==> src/rtl/absorb_controller.sv <==
// SHAKE absorb sequencer: feeds message words through the padding generator into
// the rate lanes, inserts padding-only words/blocks, and hands off to the permutation.
package keccak_pkg;
   localparam int W            = 64;
   localparam int W_BYTE_WIDTH = 3;
endpackage

module absorb_controller
   import keccak_pkg::*;
#(
   parameter int RATE_WORDS = 21,
   localparam int IDXW      = $clog2(RATE_WORDS)
) (
   input  logic                    clk,
   input  logic                    rst,
   input  logic                    in_valid,
   output logic                    in_ready,
   input  logic [W-1:0]            in_data,
   input  logic [W_BYTE_WIDTH:0]   in_bytes,
   input  logic                    in_last,
   output logic [W-1:0]            pad_data_in,
   output logic [W_BYTE_WIDTH:0]   pad_remaining_bytes,
   output logic                    pad_enable,
   output logic                    pad_last_word,
   output logic                    pad_reset,
   input  logic [W-1:0]            pad_data_out,
   output logic                    absorb_valid,
   output logic [W-1:0]            absorb_data,
   output logic [IDXW-1:0]         absorb_idx,
   output logic                    perm_start,
   input  logic                    perm_done,
   output logic                    absorb_done,
   input  logic                    next_msg
);

   localparam logic [IDXW-1:0]       LAST_IDX   = IDXW'(RATE_WORDS - 1);
   localparam logic [W_BYTE_WIDTH:0] FULL_BYTES = (W_BYTE_WIDTH + 1)'(W / 8);

   typedef enum logic [2:0] {
      S_ABSORB,
      S_PAD,
      S_PERM_START,
      S_PERM_WAIT,
      S_DONE
   } state_t;

   state_t          r_state;
   state_t          w_state_nxt;
   logic [IDXW-1:0] r_word_idx;
   logic            r_pad_started;
   logic            r_msg_ended;

   logic w_hs;
   logic w_word;
   logic w_short_last;
   logic w_at_end;
   logic w_release;

   assign w_hs         = (r_state == S_ABSORB) && in_valid && !rst;
   assign w_word       = w_hs || ((r_state == S_PAD) && !rst);
   assign w_short_last = in_last && (in_bytes < FULL_BYTES);
   assign w_at_end     = (r_word_idx == LAST_IDX);
   assign w_release    = (r_state == S_DONE) && next_msg;

   always_ff @(posedge clk) begin
      if (rst) begin
         r_state <= S_ABSORB;
      end else begin
         r_state <= w_state_nxt;
      end
   end

   always_ff @(posedge clk) begin
      if (rst) begin
         r_word_idx    <= '0;
         r_pad_started <= 1'b0;
         r_msg_ended   <= 1'b0;
      end else if (w_release) begin
         r_word_idx    <= '0;
         r_pad_started <= 1'b0;
         r_msg_ended   <= 1'b0;
      end else begin
         if (w_word) begin
            r_word_idx <= w_at_end ? '0 : r_word_idx + 1'b1;
         end
         if (w_hs && in_last) begin
            r_msg_ended <= 1'b1;
            if (w_short_last) begin
               r_pad_started <= 1'b1;
            end
         end
         if (r_state == S_PAD) begin
            r_pad_started <= 1'b1;
         end
      end
   end

   always_comb begin
      w_state_nxt = r_state;
      case (r_state)
         S_ABSORB: begin
            if (w_hs) begin
               if (w_at_end)     w_state_nxt = S_PERM_START;
               else if (in_last) w_state_nxt = S_PAD;
            end
         end
         S_PAD: begin
            if (w_at_end) w_state_nxt = S_PERM_START;
         end
         S_PERM_START: w_state_nxt = S_PERM_WAIT;
         S_PERM_WAIT: begin
            // A full final word leaves padding for a fresh block.
            if (perm_done) begin
               if (r_pad_started)    w_state_nxt = S_DONE;
               else if (r_msg_ended) w_state_nxt = S_PAD;
               else                  w_state_nxt = S_ABSORB;
            end
         end
         S_DONE: begin
            if (next_msg) w_state_nxt = S_ABSORB;
         end
         default: w_state_nxt = S_ABSORB;
      endcase
   end

   always_comb begin
      in_ready            = rst || (r_state == S_ABSORB);
      absorb_valid        = w_word;
      absorb_data         = pad_data_out;
      absorb_idx          = r_word_idx;
      pad_data_in         = (r_state == S_PAD) ? '0 : in_data;
      pad_remaining_bytes = FULL_BYTES;
      if (r_state == S_PAD)  pad_remaining_bytes = '0;
      else if (in_last)      pad_remaining_bytes = in_bytes;
      pad_enable          = !rst && ((w_hs && w_short_last) || (r_state == S_PAD));
      pad_last_word       = w_word && w_at_end;
      pad_reset           = rst || w_release;
      perm_start          = !rst && (r_state == S_PERM_START);
      absorb_done         = !rst && (r_state == S_DONE);
   end

endmodule

==> config.mk <==
export PLATFORM = sky130hd
export DESIGN_NAME = absorb_controller
export DESIGN_NICKNAME = d
export VERILOG_FILES = /design/src/rtl/absorb_controller.sv
export SDC_FILE = /design/constraint.sdc
export NUM_CORES = 1
export LEC_CHECK = 0
export ABC_AREA = 1
export CAP_MARGIN = 5
export CORE_AREA = 10 10 100 102
export DETAILED_ROUTE_END_ITERATION = 8
export DIE_AREA = 0 0 110 112
export PLACE_DENSITY = 0.86
export REMOVE_ABC_BUFFERS = 1
export SLEW_MARGIN = 15
export SYNTH_ARGS = -nofsm -noshare
export SYNTH_HDL_FRONTEND = slang
export SYNTH_SLANG_ARGS = --single-unit
==> constraint.sdc <==
create_clock -name clk -period 2.5 [get_ports clk]
set_clock_uncertainty 0.2 [all_clocks]
set_input_delay 0.25 -clock clk [delete_from_list [all_inputs] [get_ports clk]]
set_output_delay 0.25 -clock clk [all_outputs]
set_load 0.03 [all_outputs]
==> results of run 1 <==
cell type report:
class                           count  area [um2]  share of cell area [%]
Sequential cell                    10         200                    7.05
Multi-Input combinational cell    143         637                    22.4
Timing Repair Buffer              155        1490                    52.6
Clock buffer                        4        55.1                    1.94
Inverter                           86         323                    11.4
Tap cell                          105         131                    4.63
final timing paths:
path / from / endpoint / slack, ns / cells past startpoint
worst max-delay path: r_state[2] / pad_remaining_bytes[0] / 0.15 / 6
worst min-delay path: r_msg_ended / r_msg_ended / 0.27 / 2
worst max register to register: absorb_idx[0] / r_state[0] / 0.77 / 10
worst min register to register: r_msg_ended / r_msg_ended / 0.27 / 2
per-stage QoR:
step	std cells	utilization (%)	power (mW)	hold slack [ns]	cell area (um2)
after detailed placement	499	34.5	2.69	0.242	2780
after global placement	499	34.5	2.65	0.241	2780
final	503	35.3	2.89	0.274	2840
after global routing	503	35.3	3.08	0.300	2840
after floorplan	239	-	1.62	0.119	1160
after CTS	503	35.2	2.91	0.283	2840
cells in the mapped netlist:
cell / count / area, um2
nor3_1: 2 / 10.0
nor2_2: 4 / 25.0
buf_2: 6 / 30.0
nand2_4: 1 / 11.3
nor2_1: 11 / 41.3
o21ai_0: 1 / 5.00
inv_1: 81 / 304
ha_1: 2 / 25.0
buf_4: 65 / 488
nand2_2: 2 / 12.5
xor2_1: 3 / 26.3
a21oi_1: 11 / 55.1
nand2_1: 91 / 342
dfxtp_1: 10 / 200
o21ai_2: 1 / 8.76
nand3_2: 1 / 10.0
nand3_1: 13 / 65.1
inv_2: 5 / 18.8
flip-flops by register name, indices dropped and copies added, names as in the netlist:
register       cells
r_pad_started      1
r_state            3
r_msg_ended        1
absorb_idx         5
routing by layer:
| layer | track usage, % | vias to the layer above |
|---|---|---|
| met3 | 27.0 | 14 |
| met4 | 7.03 | 2 |
| li1 | - | 983 |
| met1 | 12.0 | 861 |
| met2 | 44.3 | 224 |
| met5 | 5.04 | - |
kinds of logic (layout without fill, tap and decap cells):
family          Yosys count  after routing  synth area share, %
compound gates           13             13                 4.10
xor+xnor                  3              3                 1.57
flops                    10             10                 11.9
fa+ha+maj                 2              2                 1.49
simple gates            125            125                 30.8
buf+inv                 157            245                 50.1
where the power goes:
part           internal [mW]  leakage (nW)  switching (mW)
Sequential             0.191        0.0814          0.0448
Clock                  0.139        0.0288          0.0700
Combinational          0.907          1.55            1.53
critical path: stages, from the launching register on:
cell and delay, ns:
dfxtp_1 0.41, inv_2 0.09, nand3_2 0.13, buf_12 0.20
nand3_1 0.08, inv_1 0.06, clkdlybuf4s50_1 0.68
==> impl_metrics.csv, run 1 <==
group,metric,value,unit
synth,yosysUniqueCellTypes,18,
timing,relSlewSlack,77.0,%
cells_and_area,drive_gt1_share,13.3,%
critical_path,startpoint_type,"flop",
clocking,insertion_delay,0.24,ns
floorplan,die_h,112,um
cells_and_area,layout_commonest_cell,"clkdlybuf4s50_1",
routing,top_layer,"met5",
routing,totalWireLength,15.5,mm
floorplan,core,0.00805,mm2
routing,routed_via_density,4.14,
synth,ys_warn_count,0,
floorplan,io_pins,282,
floorplan,fp.dieW,110,um
clocking,cts.clk_slew.worst_paths,0.05,ns
timing,finalHoldViolations,0,
synth,ys_seq_elements,10,
grt,grt_first_pass_wirelength,19.6,mm
place,dp_hpwl,14.6,mm
cells_and_area,syn2layout_area_growth,69.3,%
power,leakage,1.66,nW
timing,max_freq,425,MHz
critical_path,cp_max_fo,36,
clocking,cts_setup_buffers,0,
critical_path,cp.required,2.05,ns
timing,fin_ws,0.146,ns
timing,tightest_slew,0.344,ns
grt,antenna_found_initial,0,
floorplan,initial_core_util,20.8,%
grt,grt_overflow_total,0,
synth,syn_area_per_cell,5.41,um2
timing,min_period,2.35,ns
cells_and_area,final_cell_mix,"118 x clkdlybuf4s50_1, 91 x nand2_1, 81 x inv_1, 33 x buf_4, 13 x nand3_1",
place,numPortBuffers,153,
clocking,h-tree-depth,1,
critical_path,critical_path_class,"flop to output pin",
clocking,postCtsHoldBufs,0,
routing,num_vias,2084,
timing,maxSlewViolCount,0,
clocking,root_buffer,"clkbuf_8",
cells_and_area,fillers,857,
clocking,cts_tree,"built",
routing,dr.first_iter.drc_count,102,
power,peakVddDrop,0.427,mV
critical_path,cp_data_arrival_time,1.90,ns
cells_and_area,nets,539,
routing,route.met3.wl,4.07,mm
synth,synthCells,310,
grt,grt_pass1_vias,2181,
routing,drc_errors,0,
cells_and_area,diodes,0,
routing,dr.pass1.iters,4,
timing,min_period_over_period,94.1,%
outcome,status,"complete, no violations",
run,maxCapViolations,0,
place,post-place-ws,0.181,ns
grt,grt_max_degree,37,
synth,ys_seq_area_share,11.9,%
clocking,cts.sinks,10,
critical_path,critPathCaptureType,"output pin",
routing,drt-wirelength-per-cell,30.7,um
routing,postRouteAntennaNets,0,
clocking,cts_buffer_depth,2,
routing,wl_met1,2.75,mm
clocking,cts_buffers,3,
power,p_per_area,1020,mW/mm2
floorplan,rows,33,
timing,timing.setup.tns,0,ns
grt,grt_use_total,23.6,%
routing,dr_wl_met2,8.09,mm
synth,synthesis.area,0.00168,mm2
hold_path,hp-class,"flop to flop",
place,gp_congestion,1.00,
clocking,cts_resized,0,
timing,setup_viol_count_final,0,
timing,rsz0062_at_grt,"false",
floorplan,dieArea,0.0123,mm2
No activity file was read; power rests on OpenSTA's default activity.
==> run 2, diff against run 1 <==
--- a/config.mk
+++ b/config.mk
@@ -16,3 +16,4 @@
 export SYNTH_ARGS = -nofsm -noshare
 export SYNTH_HDL_FRONTEND = slang
 export SYNTH_SLANG_ARGS = --single-unit
+export TNS_END_PERCENT = 1
==> results of run 2 <==
The final DEF is identical to that of run 1; final timing and power are the same.
